===== config.mk =====
export PLATFORM = sky130hd
export DESIGN_NAME = reduce8_arbiter
export DESIGN_NICKNAME = d
export VERILOG_FILES = /design/src/rtl/reduce8_pkg.sv /design/src/rtl/reduce8.sv /design/src/rtl/reduce8_arbiter.sv
export SDC_FILE = /design/constraint.sdc
export NUM_CORES = 1
export LEC_CHECK = 0
export CORE_ASPECT_RATIO = 0.7
export CORE_UTILIZATION = 44
export CTS_BUF_LIST = sky130_fd_sc_hd__clkbuf_2
export CTS_CLUSTER_SIZE = 40
export DETAILED_ROUTE_END_ITERATION = 7
export GPL_TIMING_DRIVEN = 1
export HOLD_SLACK_MARGIN = 0.1
export PLACE_DENSITY = 0.94
export SKIP_LAST_GASP = 1
export SLEW_MARGIN = 20
export SYNTH_ARGS = -nofsm -noshare
export SYNTH_HDL_FRONTEND = slang
export SYNTH_SLANG_ARGS = --single-unit

===== constraint.sdc =====
create_clock -name clk -period 4.05 [get_ports clk]
set_clock_uncertainty 0.15 [all_clocks]
set_input_delay 0.81 -clock clk [delete_from_list [all_inputs] [get_ports clk]]
set_output_delay 0.81 -clock clk [all_outputs]
set_load 0.01 [all_outputs]

===== src/rtl/reduce8_pkg.sv =====
// ============================================================================
// Module      : reduce8_pkg
// Description : Shared types and constants for the reduce8 arbiter slice.
// Revision    : 1.0 - initial release
// ============================================================================
`default_nettype none

package reduce8_pkg;

  localparam int REDUCE_W = 8;

  typedef enum logic [1:0] {
    OP_AND  = 2'b00,
    OP_OR   = 2'b01,
    OP_XOR  = 2'b10,
    OP_NAND = 2'b11
  } reduce_op_t;

  typedef enum logic [0:0] {
    ARB_IDLE = 1'b0,
    ARB_HOLD = 1'b1
  } arb_state_t;

endpackage

`default_nettype wire


===== src/rtl/reduce8.sv =====
// ============================================================================
// Module      : reduce8
// Description : Combinational 8-bit AND/OR/NAND reduction; the XOR (parity)
//               leg exists only when REDUCE8_XOR_EN is defined.
// Revision    : 1.0 - initial release
// ============================================================================
`default_nettype none

module reduce8
  import reduce8_pkg::*;
(
  input  logic [REDUCE_W-1:0] a,
  input  logic [1:0]          op,
  output logic                y,
  output logic                err
);

  always_comb begin
    y   = 1'b0;
    err = 1'b0;
    case (reduce_op_t'(op))
      OP_AND:  y = &a;
      OP_OR:   y = |a;
      OP_NAND: y = ~(&a);
      OP_XOR: begin
`ifdef REDUCE8_XOR_EN
        y = ^a;
`else
        // Unsupported in this build: flag it and keep y at 0.
        err = 1'b1;
`endif
      end
      default: begin
        y   = 1'b0;
        err = 1'b0;
      end
    endcase
  end

endmodule

`default_nettype wire


===== src/rtl/reduce8_arbiter.sv =====
// ============================================================================
// Module      : reduce8_arbiter
// Description : Round-robin arbiter sharing one reduce8 unit between NREQ
//               requesters; registered, id-tagged result. XOR op is enabled
//               by the REDUCE8_XOR_EN macro.
// Revision    : 1.0 - initial release
// ============================================================================
`default_nettype none

module reduce8_arbiter
  import reduce8_pkg::*;
#(
  parameter  int NREQ = 4,
  localparam int IDW  = $clog2(NREQ)
) (
  input  logic                   clk,
  input  logic                   reset_n,
  input  logic [NREQ-1:0]        req_valid,
  output logic [NREQ-1:0]        req_ready,
  input  logic [NREQ*8-1:0]      req_data,
  input  logic [NREQ*2-1:0]      req_op,
  output logic                   rsp_valid,
  input  logic                   rsp_ready,
  output logic                   rsp_y,
  output logic [IDW-1:0]         rsp_id,
  output logic [REDUCE_W-1:0]    rsp_data,
  output logic                   rsp_err
);

  localparam logic [0:0] ST_IDLE = ARB_IDLE;
  localparam logic [0:0] ST_HOLD = ARB_HOLD;

  logic [0:0]          r_state;
  logic [IDW-1:0]      r_ptr;
  logic                r_y;
  logic [IDW-1:0]      r_id;
  logic [REDUCE_W-1:0] r_data;
  logic                r_err;

  logic                w_can_accept;
  logic                w_found;
  logic [IDW-1:0]      w_win;
  logic [IDW:0]        w_scan;
  logic [IDW-1:0]      w_cand;
  logic                w_xfer;
  logic [REDUCE_W-1:0] w_sel_data;
  logic [1:0]          w_sel_op;
  logic                w_y;
  logic                w_err;

  // Gating with reset_n keeps grants low for the whole reset assertion.
  assign w_can_accept = reset_n && ((r_state == ST_IDLE) || rsp_ready);

  always_comb begin
    w_found = 1'b0;
    w_win   = '0;
    w_scan  = '0;
    w_cand  = '0;
    for (int k = 0; k < NREQ; k++) begin
      w_scan = {1'b0, r_ptr} + (IDW+1)'(k);
      if (w_scan >= (IDW+1)'(NREQ)) begin
        w_scan = w_scan - (IDW+1)'(NREQ);
      end
      w_cand = w_scan[IDW-1:0];
      if (!w_found && req_valid[w_cand]) begin
        w_found = 1'b1;
        w_win   = w_cand;
      end
    end
  end

  assign w_xfer    = w_can_accept && w_found;
  assign req_ready = w_xfer ? (NREQ'(1) << w_win) : '0;

  assign w_sel_data = req_data[w_win*REDUCE_W +: REDUCE_W];
  assign w_sel_op   = req_op[w_win*2 +: 2];

  reduce8 u_reduce8 (
    .a   (w_sel_data),
    .op  (w_sel_op),
    .y   (w_y),
    .err (w_err)
  );

  always_ff @(posedge clk or negedge reset_n) begin
    if (!reset_n) begin
      r_state <= ST_IDLE;
      r_ptr   <= '0;
      r_y     <= 1'b0;
      r_id    <= '0;
      r_data  <= '0;
      r_err   <= 1'b0;
    end else if (w_xfer) begin
      r_state <= ST_HOLD;
      r_ptr   <= (w_win == IDW'(NREQ-1)) ? '0 : w_win + IDW'(1);
      r_y     <= w_y & ~w_err;
      r_id    <= w_win;
      r_data  <= w_sel_data;
      r_err   <= w_err;
    end else if ((r_state == ST_HOLD) && rsp_ready) begin
      r_state <= ST_IDLE;
    end
  end

  assign rsp_valid = (r_state == ST_HOLD);
  assign rsp_y     = r_y;
  assign rsp_id    = r_id;
  assign rsp_data  = r_data;
  assign rsp_err   = r_err;

endmodule

`default_nettype wire


## Yosys cells after proc, flatten, opt, wreduce, memory -nomap -nowiden

Cells that the tools add are included.

| word-level totals | value |
|---|---|
| word-level logic and storage cells | 73 |
| input port bits | 47 |
| bits in registers | 15 |
| memories kept | 0 |
| bits in latches | 0 |
| memory bits (writable) | 0 |
| output and inout port bits | 17 |
| ROM bits | 0 |

| operators by class | value |
|---|---|
| equality and inequality tests | 4 |
| bitwise gates (word level) | 4 |
| div/mod/pow operators | 0 |
| add/sub/neg operators | 8 |
| multiplexer cells | 26 |
| reductions and logical operators | 14 |
| multiply operators | 0 |
| shift-type cells | 3 |
| $lt $le $gt $ge | 8 |

Operator list:

| cell | count |
|---|---|
| 32-bit by 6-bit indexed part select with 8-bit output | 1 |
| 2-bit 2-to-1 mux | 9 |
| 2-bit by 3-bit less-than comparator with 1-bit output, second input constant | 4 |
| 1-bit 2-to-1 mux | 11 |
| 3-bit >= comparator, second input constant | 3 |
| 1-bit binary-select mux with 2-bit select | 4 |
| 8-bit AND reduction | 1 |
| 8-bit OR reduction | 1 |
| 8-bit by 4-bit indexed part select with 2-bit output | 1 |
| 2-bit by 1-bit subtractor with 2-bit output, second input constant | 4 |
| 2-bit by 2-bit adder with 3-bit output, second input constant | 2 |
| 2-bit == test, second input constant | 3 |
| 1-bit logical AND | 6 |
| 4-bit 2-to-1 mux | 1 |
| 1-bit by 2-bit left shift with 4-bit output, first input constant | 1 |
| 2-bit by 1-bit adder with 3-bit output, second input constant | 1 |
| 2-bit by 3-bit >= comparator with 1-bit output, second input constant | 1 |
| 1-bit logical NOT | 3 |
| 1-bit inverter | 3 |
| 1-bit case mux with 3 select lines | 1 |
| 2-bit by 1-bit adder with 2-bit output, second input constant | 1 |
| 2-bit by 1-bit == test with 1-bit output, second input constant | 1 |
| 2-bit logical NOT | 1 |
| 2-bit nonzero test | 1 |
| 2 further kinds | 2 |

## Depth between registers and ports, before layout

Gate-level depths: netlist of the first run.

| logic depth | value |
|---|---|
| word-level depth | 19 |
| gate-level depth with buffers | 9 |

## Hierarchy

From an unflattened synthesis of the first run, not the netlist that was laid out.

| unflattened totals | value |
|---|---|
| cells, all modules | 113 |
| area, all modules | 1109.8 µm² |

By module, submodules not included:

| module | times used | area each (µm²) | cells each |
|---|---|---|---|
| reduce8_arbiter | 1 | 1044.8 | 104 |
| reduce8 | 1 | 65.1 | 9 |

## Worst setup path after synthesis of the first run

No wires, ideal clock.

| timing path | value |
|---|---|
| path type | input to output |
| from | input req_valid[0] |
| to | output req_ready[3] |
| path slack | 1215 ps |
| stages on the path | 6 |
| path buffers | 1 |
| arrival time | 1875 ps |
| path through | and2_4 and2_4 nor3_4 buf_2 ha_1 and2_1 |

| between the ends | value |
|---|---|
| word-level cells in the longest chain between the ends | 14 |
| elaborated cells on any way between the ends | 25 |
| those cells by class | shift: 1; mux: 17; reduce/logical: 7 |

RTL lines:

| item | line | RTL |
|---|---|---|
| from (decl) | reduce8_arbiter.sv:18 | `input logic [NREQ-1:0] req_valid,` |
| 1-bit binary-select mux with 2-bit select | reduce8_arbiter.sv:65 | `if (!w_found && req_valid[w_cand]) begin` |
| 1-bit 2-to-1 mux (implied by the code) | reduce8_arbiter.sv:65 |  |
| 1-bit 2-to-1 mux | reduce8_arbiter.sv:65 |  |
| 1-bit logical NOT | reduce8_arbiter.sv:65 |  |
| 1-bit logical AND | reduce8_arbiter.sv:65 |  |
| 1-bit 2-to-1 mux | reduce8_arbiter.sv:65 |  |
| 1-bit logical NOT | reduce8_arbiter.sv:65 |  |
| 1-bit logical AND | reduce8_arbiter.sv:65 |  |
| 1-bit 2-to-1 mux | reduce8_arbiter.sv:65 |  |
| 1-bit logical NOT | reduce8_arbiter.sv:65 |  |
| 1-bit logical AND | reduce8_arbiter.sv:65 |  |
| 2-bit 2-to-1 mux (*) | reduce8_arbiter.sv:65 |  |
| net w_win[0] | reduce8_arbiter.sv:42 | `logic [IDW-1:0] w_win;` |
| 1-bit by 2-bit left shift with 4-bit output (*) | reduce8_arbiter.sv:73 | `assign req_ready = w_xfer ? (NREQ'(1) << w_win) : '0;` |
| 4-bit 2-to-1 mux (*) | reduce8_arbiter.sv:73 |  |
| to (decl) | reduce8_arbiter.sv:19 | `output logic [NREQ-1:0] req_ready,` |

Mark *: on every way through the listed nets, which the timed path passes. The rest lies on a longest branch. The select of a mux whose other input is x is not followed.

## Worst setup path after layout of the first run

| timing path | value |
|---|---|
| from | input req_valid[2] |
| to | output req_ready[1] |

The elaborated chain is that of the path after synthesis.

==> metrics.md, run 1 <==
| Metric | Value |
|---|---|
| Critical Path AT | `2.91 ns` |
| Min-Delay Path Depth | `1` |
| Clock Tree Buf Depth | `2` |
| Worst EP required | `~3.1 ns` |
| DR pass1 iterations | `4` |
| DRC errors left | `0` |
| Worst hold path class | `reg2reg` |
| First-pass GRT wire length | `5.63 mm` |
| Number of setup buffers added after CTS | `0` |
| Routed WL | `approximately 3.5 mm` |
| CTS tree | `done` |
| Top cells by area, synth | `dfrtp_1, nand3_1, o21ai_0, nand2_1, ha_1` |
| Vias in the first global route | `1258` |
| Hold Path Sink | `rsp_data[7]` |
| Via Count | `about 1400` |
| Reg clk slew, reported paths | `0.13 ns` |
| Critical path class | `in2out` |
| # nets final | `271` |
| DR vias/cell | `around 5.6` |
| Initial antenna violation count | `0` |
| Final setup margin | `0.180 ns` |
| Ant. Diodes | `0` |
| Post-route ant nets | `0` |
| Top_reg_cell synth | `dfrtp_1` |
| Synth warn | `0` |
| Synth area leader | `dfrtp_1` |
| Count leader, synth | `nand3_1` |
| Clock Sinks | `15` |
| Setup Viol. Count Final | `0` |
| Period utilization | `0.956` |
| Die ar. | `roughly 0.003 mm^2` |
| CTS buffer count | `3` |
| Peak Freq | `0.258 GHz` |
| Setup TNS Final | `0 ns` |
| Die width | `65.8 um` |
| Final period demand of the worst path | `3.87 ns` |
| Unique masters post-synth | `37` |
| Total track usage | `0.254` |
| Reg-to-reg startpoint | `r_ptr[1]` |
| Share of post-route cells with drive strength above 1 | `0.105` |
| CTS Hold Bufs | `0` |
| Worst slew margin | `0.588` |
| Post-layout util | `0.756` |
| Critical Path Fanout Max | `17` |
| Syn Nets | `206` |
| Max Cap Violations | `0` |
| Per-cell routed wire length | `13.9 um` |
| Grt ovf | `0` |
| Post-synth EDFFs | `0` |
| Cells after Synth | `roughly 160` |
| Reg2reg end | `rsp_y` |
| Final HPWL DP | `between 2 and 3 mm` |
| Post_cts resized | `0` |
| Final Hold Vio Count | `0` |
| CP Launch Type | `input port` |
| Share of the synthesized area in the top cell type | `0.299` |
| 1st-iter DRT viols | `70` |
| IO Count | `64` |
| Place WS | `0.186 ns` |
| Count of final max-slew check failures | `0` |
| Min-delay src | `rsp_data[7]` |
| Leakage | `0.832 nW` |
| Die Span Y | `46.7 um` |
| Status | `completed` |
| Pin count of the biggest net entering global routing | `21` |
| H-tree depth | `1` |
| Worst slew pin tran | `0.618 ns` |
| RSZ-0062 raised after global routing | `no` |
| RePlAce Congestion | `roughly 0.85` |
| CTS Root Cell | `clkbuf_2` |
| Most frequent cells after synthesis | `nand3_1, o21ai_0, nand2_1` |
| Mapped cell area | `0.00125 mm^2` |
| Reg2reg path depth | `8` |
| Seq/Total Area, Yosys | `0.299` |
| Async SR Flop Fraction | `1.00` |
| Initial Util | `0.488` |
| Clk_lat worst skew | `0.30 ns` |
| CP Capture Type | `output pin` |
| Yosys reg bits | `15` |
| Area Overhead vs Synth | `55.0%` |
| Peak VDD IR | `0.185 mV` |
| Buffers on Ports | `63` |
| Avg Inst Size Synth | `8.09 um^2` |
| Rows | `15` |
| R2R Setup Slk | `~1.5 ns` |
| CORE AREA | `around 0.0026 mm^2` |
| Power Density | `431 mW/mm^2` |
## cells by family (layout without fill, tap and decap cells)
| family | after synthesis | in the layout | synth area share |
|---|---|---|---|
| AO/OA/AOI/OAI | 36 | 36 | 0.192 |
| flip-flops | 15 | 15 | 0.299 |
| buffers and inverters | 11 | 75 | 0.0419 |
| AND/OR/NAND/NOR | 82 | 82 | 0.367 |
| multiplexers | 7 | 7 | 0.0599 |
| adder cells (fa/ha/maj) | 4 | 4 | 0.0399 |
## per-layer routing
metal  part of all wire  routed length (um)  global-route usage
met1               0.44                1560               0.333
met2               0.47                1650               0.418
met3              0.073                 255              0.0297
met4              0.014                  48               0.135
met5                  0                   0                   0
## layout by cell type (no fill, tap or decap), types with 2 or more instances in the layout
cell type,count
clkdlybuf4s50_1,63
nand3_1,33
o21ai_0,24
nand2_1,21
dfrtp_1,15
mux2i_1,5
buf_4,5
nor2_1,4
nand2b_1,4
and2_1,4
nand4_1,4
ha_1,4
clkbuf_2,4
inv_1,2
and2_4,2
a21oi_1,2
and3_1,2
a21o_1,2
## report_power, final
part | switching [mW] | leakage (nW) | internal (mW)
Sequential | 0.0365 | 0.181 | 0.199
Combinational | 0.270 | 0.635 | 0.258
Clock | 0.0489 | 0.0166 | 0.0262
Total | 0.356 | 0.832 | 0.483
## worst max-delay path by stage
stage	start	to	slack, ns
after global routing	req_valid[2]	req_ready[0]	0.04
after CTS	req_valid[2]	req_ready[1]	0.18
final	req_valid[2]	req_ready[1]	0.18
after floorplan	req_valid[0]	req_ready[3]	1.22
after detailed placement	req_valid[2]	req_ready[1]	0.19
after global placement	req_valid[2]	req_ready[0]	0.28
## sequential cells by signal, summed over array words and instances, names as in the netlist
register   flops
rsp_y          1
rsp_valid      1
rsp_data       8
rsp_err        1
r_ptr          2
rsp_id         2
## worst max-delay path, stage by stage
cell and delay, ns:
clkdlybuf4s50_1 0.60, nand2b_1 0.18, o211a_4 0.25, nor2_8 0.19, inv_1 0.10, ha_1 0.18, and2_1 0.13, clkdlybuf4s50_1 0.47
## per-stage QoR
stage                     total power [mW]  cell area, um^2  hold WS, ns  cells
after CTS                            0.836             1940        0.344    253
final                                0.838             1940        0.342    253
after global routing                 0.900             1940        0.372    253
after detailed placement             0.763             1920        0.314    249
after global placement               0.738             1920        0.312    249
after floorplan                      0.542             1250        0.357    155
## area by class of cell
class | count | area (um^2)
tap | 34 | 42.5
clock buffer | 4 | 20.0
fill | 176 | 628
sequential | 15 | 375
multi-input combinational | 129 | 826
inverter | 3 | 11.3
timing repair buffer | 68 | 668
No activity file was read; power rests on OpenSTA's default activity.
==> inputs of run 2 (changes only) <==
- CORE_UTILIZATION: 44 -> 42
- PLACE_DENSITY: 0.94 -> 0.95
- SYNTH_HIERARCHICAL: default -> 1
==> run 2 against run 1 <==
  * Core utilization is 3.2 points lower
  * Via count shrank 18%
  * Flip-flop and latch count unchanged
  * Largest power group unchanged
==> metrics.md, run 2 <==
| Metric | Value |
|---|---|
| Synth warn | `6` |
| Period utilization | `0.948` |
| Worst path buffer plus inverter count | `3` |
| CP dominant cell by count | `clkdlybuf4s50_1` |
| Largest delay share family, worst path | `buffers and inverters` |
| Most frequent cells in the layout | `clkdlybuf4s50_1, mux2i_1, nand2_1` |
| Setup crit start | `req_valid[3]` |
| Reg-to-reg startpoint | `r_ptr[0]` |
| Clk_lat worst skew | `0.28 ns` |
| CTS Hold Bufs | `0` |
| Final period demand of the worst path | `between 3 and 4 ns` |
| Worst slew margin | `0.730` |
| H-tree depth | `1` |
| Peak VDD IR | `0.299 mV` |
| Ant. Diodes | `0` |
| Min-delay src | `rsp_err` |
| Initial antenna violation count | `0` |
| Count leader, synth | `mux2i_1` |
| Total track usage | `0.249` |
| IO Count | `64` |
| Grt met3 use | `0.0303` |
| Yosys reg bits | `15` |
| CP Launch Type | `input port` |
| Worst EP required | `3.09 ns` |
| Max reg flops | `8` |
| Number of setup buffers added after CTS | `0` |
| Buffers on Ports | `63` |
| Via Count | `1149` |
| Status | `completed` |
| Worst-path cell chain | `clkdlybuf4s50_1, o41ai_1, nand2b_1, inv_1, and3_1, clkdlybuf4s50_1` |
| Final Hold Vio Count | `0` |
| Worst slew pin tran | `around 0.4 ns` |
| 1st-iter DRT viols | `40` |
| CTS tree | `done` |
| Setup Viol. Count Final | `0` |
| RSZ-0062 raised after global routing | `no` |
| Seq/Total Area, Yosys | `0.338` |
| First-pass GRT wire length | `approximately 5.3 mm` |
| Mapped cell area | `about 0.0011 mm^2` |
| CORE AREA | `0.00248 mm^2` |
| Clock Sinks | `15` |
| Max stage delay on crit path | `approximately 0.5 ns` |
| Max Cap Violations | `0` |
| Rows | `15` |
| # nets final | `roughly 230` |
| Unique masters post-synth | `29` |
| Worst hold path class | `reg2reg` |
| Met2 global-route usage | `0.402` |
| DRC errors left | `0` |
| Count of final max-slew check failures | `0` |
| Synth area leader | `dfrtp_1` |
| Cells after Synth | `113` |
| Async SR Flop Fraction | `1.00` |
| DR vias/cell | `5.42` |
| Critical Path AT | `2.88 ns` |
| Per-cell routed wire length | `16.3 um` |
| Die width | `63.4 um` |
| RePlAce Congestion | `slightly above 1` |
| Top cells by area, synth | `dfrtp_1, mux2i_1, o221ai_1, nand2_1, buf_4` |
| Vias in the first global route | `1069` |
| Setup TNS Final | `0 ns` |
| Post-route ant nets | `0` |
| Place WS | `0.219 ns` |
| Top_reg_cell synth | `dfrtp_1` |
| CP Capture Type | `output pin` |
| Worst path slowest cell | `clkdlybuf4s50_1` |
| Final HPWL DP | `~2.8 mm` |
| Reg clk slew, reported paths | `~0.12 ns` |
| Pin count of the biggest net entering global routing | `28` |
| Die ar. | `around 0.0029 mm^2` |
| Post_cts resized | `0` |
| Leakage | `around 0.8 nW` |
| Clock Tree Buf Depth | `2` |
| Peak Freq | `roughly 0.26 GHz` |
| Most common cell after layout, fill and taps aside | `clkdlybuf4s50_1` |
| Syn Nets | `160` |
| Avg Inst Size Synth | `9.82 um^2` |
| Area Overhead vs Synth | `61.6%` |
| Final setup margin | `0.211 ns` |
| Fill count | `189` |
| DR pass1 iterations | `4` |
| Grt ovf | `0` |
| Most frequent cells after synthesis | `mux2i_1, nand2_1, dfrtp_1` |
| CTS Root Cell | `clkbuf_2` |
| Die Span Y | `45.0 um` |
| Routed WL | `around 3.4 mm` |
| Critical Path Fanout Max | `6` |
| Share of the synthesized area in the top cell type | `0.338` |
| Post-synth EDFFs | `0` |
| Met1 GRT Util | `0.353` |
| CTS buffer count | `3` |
| Share of post-route cells with drive strength above 1 | `0.0674` |
| Initial Util | `0.448` |
| Critical path class | `in2out` |
| Most Used Layer, Global Route | `met2` |
| Power Density | `511 mW/mm^2` |
-- run 2: cell types whose count changed after synthesis, sizes merged, moves of 4 or more --
cell,previous run,this run
o221ai,0,9
ha,4,0
o21ai,24,4
nand3,33,0
and2,6,0
nor2,5,1
mux2i,6,30
-- run 2: final cells by class --
| class | count | area, um^2 | share of cell area |
|---|---|---|---|
| Timing Repair Buffer | 67 | 673 | 0.375 |
| Clock inverter | 1 | 5.00 | 0.00279 |
| Multi-Input combinational cell | 89 | 671 | 0.374 |
| Sequential cell | 15 | 375 | 0.209 |
| Tap cell | 34 | 42.5 | 0.0237 |
| Clock buffer | 3 | 15.0 | 0.00837 |
| Inverter | 3 | 11.3 | 0.00628 |
-- run 2: where the power goes --
| part | total [mW] | switching [mW] | internal (mW) |
|---|---|---|---|
| registers | 0.259 | 0.0473 | 0.211 |
| logic | 0.592 | 0.281 | 0.311 |
| clock network | 0.0656 | 0.0433 | 0.0223 |
| total | 0.917 | 0.372 | 0.545 |
-- run 2: final timing paths --
kind	endpoint	cells past startpoint	slack [ns]
max reg2reg	rsp_y	10	1.15
min	rsp_err	2	0.36
max in group asynchronous	rsp_valid	2	2.84
min reg2reg	rsp_err	2	0.36
max	req_ready[0]	6	0.21
min in group asynchronous	r_ptr[0]	2	0.74
-- run 2: routing by layer --
layer / vias up / share of wire
met3: 4 / 0.050
met1: 548 / 0.48
met4: 0 / 0.0096
met5: - / 0
li1: 557 / -
met2: 40 / 0.46
-- run 2: per-stage QoR --
stage	utilization	cell area, um^2	cells	hold slack (ns)	power (mW)
2_1_floorplan	-	1110	113	0.361	0.610
3_3_place_gp	0.716	1770	208	0.316	0.824
3_5_place_dp	0.716	1770	208	0.327	0.846
4_1_cts	0.724	1790	212	0.363	0.917
5_1_grt	0.724	1790	212	0.388	0.972
6_report	0.724	1790	212	0.365	0.917
-- run 2: worst reg2reg max path: stages (launching register included) --
cell	delay [ns]
dfrtp_1	0.45
o221a_1	0.27
o22ai_2	0.16
buf_12	0.23
mux2i_1	0.32
mux2i_1	0.17
or4b_1	0.55
nor4_2	0.22
a21oi_1	0.07
nand2b_1	0.11
o21ai_0	0.09
-- run 2: cells by family after synthesis --
| family | count (synthesis) | share of synthesized area |
|---|---|---|
| and+or+nand+nor | 38 | 0.178 |
| muxes | 31 | 0.281 |
| buffers and inverters | 9 | 0.0631 |
| xor gates and xnor gates | 1 | 0.00789 |
| DFF | 15 | 0.338 |
| AOI/OAI and AO/OA | 19 | 0.132 |
==> inputs of run 3 (changes only) <==
--- a/config.mk
+++ b/config.mk
@@ -7,2 +7,3 @@
 export LEC_CHECK = 0
+export CAP_MARGIN = 0
 export CORE_ASPECT_RATIO = 0.7
==> constraint.sdc (replaced) <==
create_clock -name clk -period 4.05 [get_ports clk]
set_clock_uncertainty 0.15 [all_clocks]
set_input_delay 0.405 -clock clk [delete_from_list [all_inputs] [get_ports clk]]
set_output_delay 0.405 -clock clk [all_outputs]
set_load 0.01 [all_outputs]
==> run 3 against run 2 <==
  * Power down 1.1%
  * Critical path depth up 6
  * Routed wire length is 0.26% lower
  * Critical path type is now in2reg
==> metrics.md, run 3 (synthesized netlist as in run 2, its figures left out) <==
| Metric | Value |
|---|---|
| Status | `completed` |
| Die ar. | `0.00286 mm^2` |
| Clk_lat worst skew | `slightly below 0.3 ns` |
| Critical Path AT | `3.23 ns` |
| Worst slew pin tran | `0.566 ns` |
| Worst EP required | `around 4.1 ns` |
| Buffers on Ports | `63` |
| # nets final | `~230` |
| Clock Sinks | `15` |
| Most frequent cells in the layout | `clkdlybuf4s50_1, mux2i_1, nand2_1` |
| DRC errors left | `0` |
| Leakage | `0.808 nW` |
| IO Count | `64` |
| Peak VDD IR | `0.357 mV` |
| RePlAce Congestion | `0.840` |
| Max Cap Violations | `0` |
| Post-route ant nets | `0` |
| Setup Viol. Count Final | `0` |
| DR vias/cell | `5.60` |
| Reg2reg path depth | `10` |
| Hold_ws | `0.259 ns` |
| Number of setup buffers added after CTS | `0` |
| Per-cell routed wire length | `approximately 16 um` |
| Critical path class | `in2reg` |
| Total track usage | `0.259` |
| Final HPWL DP | `2.74 mm` |
| Reg2reg end | `rsp_y` |
| Final period demand of the worst path | `around 3.2 ns` |
| Share of post-route cells with drive strength above 1 | `0.0674` |
| Worst slew margin | `0.618` |
| First-pass GRT wire length | `~5.5 mm` |
| Rows | `15` |
| Pin count of the biggest net entering global routing | `28` |
| Count of final max-slew check failures | `0` |
| Max reg flops | `8` |
| CTS Hold Bufs | `0` |
| R2R Setup Slk | `1.11 ns` |
| Reg clk slew, reported paths | `0.14 ns` |
| Ant. Diodes | `0` |
| Vias in the first global route | `~1100` |
| Critical Path Fanout Max | `27` |
| RSZ-0062 raised after global routing | `no` |
| CTS buffer count | `3` |
| Reg-to-reg startpoint | `r_ptr[0]` |
| Post-layout util | `0.719` |
| DR pass1 iterations | `4` |
| Routed WL | `3.44 mm` |
| Crit path to | `rsp_y` |
| Area Overhead vs Synth | `60.4%` |
| Period utilization | `0.790` |
| 1st-iter DRT viols | `52` |
| Initial Util | `0.448` |
| Peak Freq | `0.313 GHz` |
| Final Hold Vio Count | `0` |
| Initial antenna violation count | `0` |
| CTS Root Cell | `clkbuf_2` |
| CP Capture Type | `register` |
| CP Launch Type | `input port` |
| CTS tree | `done` |
| Die width | `63.4 um` |
| H-tree depth | `1` |
| Most common cell after layout, fill and taps aside | `clkdlybuf4s50_1` |
| Post_cts resized | `0` |
| Worst hold path class | `in2async` |
| Final Power | `slightly above 0.9 mW` |
| Setup crit start | `req_valid[2]` |
| CORE AREA | `0.00248 mm^2` |
| Setup TNS Final | `0 ns` |
| Die Span Y | `around 45 um` |
| Via Count | `about 1200` |
| Clock Tree Buf Depth | `2` |
| Power Density | `a little over 500 mW/mm^2` |
| Grt ovf | `0` |
## run 3: stage by stage
step | area (um^2) | instances | setup slack, ns
6_report | 1780 | 212 | 0.850
5_1_grt | 1780 | 212 | 0.712
4_1_cts | 1780 | 212 | 0.871
3_5_place_dp | 1760 | 208 | 0.560
3_3_place_gp | 1760 | 208 | 0.756
2_1_floorplan | 1110 | 113 | 1.43
## run 3: worst min-delay path by stage
stage	end	slack, ns	cells after the start
final	rsp_valid	0.26	2
after CTS	rsp_valid	0.24	2
after detailed placement	rsp_err	0.33	2
after global placement	rsp_err	0.32	2
after global routing	rsp_valid	0.24	2
after floorplan	r_ptr[0]	-0.04	0
## run 3: critical path, stage by stage
cell	delay (ns)
clkdlybuf4s50_1	0.54
inv_1	0.06
o221a_1	0.26
o22ai_2	0.11
buf_4	0.38
mux2i_1	0.31
mux2i_1	0.15
or4b_1	0.57
nor4_2	0.23
a21oi_1	0.07
nand2b_1	0.07
o21ai_0	0.08
## run 3: final cells by class
class / count / area, um^2
clock buffers: 3 / 15.0
clock inverters: 1 / 5.00
flip-flops and latches: 15 / 375
multi-input cells: 89 / 671
fillers: 185 / 697
inverters: 3 / 11.3
repair buffers: 67 / 661
well taps: 34 / 42.5
## run 3: layer usage
layer | vias up | wire length [um] | GRT usage
met1 | 556 | 1560 | 0.339
met2 | 58 | 1550 | 0.411
met5 | - | 0 | 0
met4 | 0 | 79 | 0.109
li1 | 560 | - | -
met3 | 13 | 250 | 0.0707
## run 3: where the power goes
group	internal (mW)	switching (mW)	leakage (nW)	total [mW]
logic	0.300	0.279	0.608	0.578
clock network	0.0223	0.0495	0.0164	0.0718
registers	0.211	0.0450	0.184	0.256
total	0.533	0.373	0.808	0.906
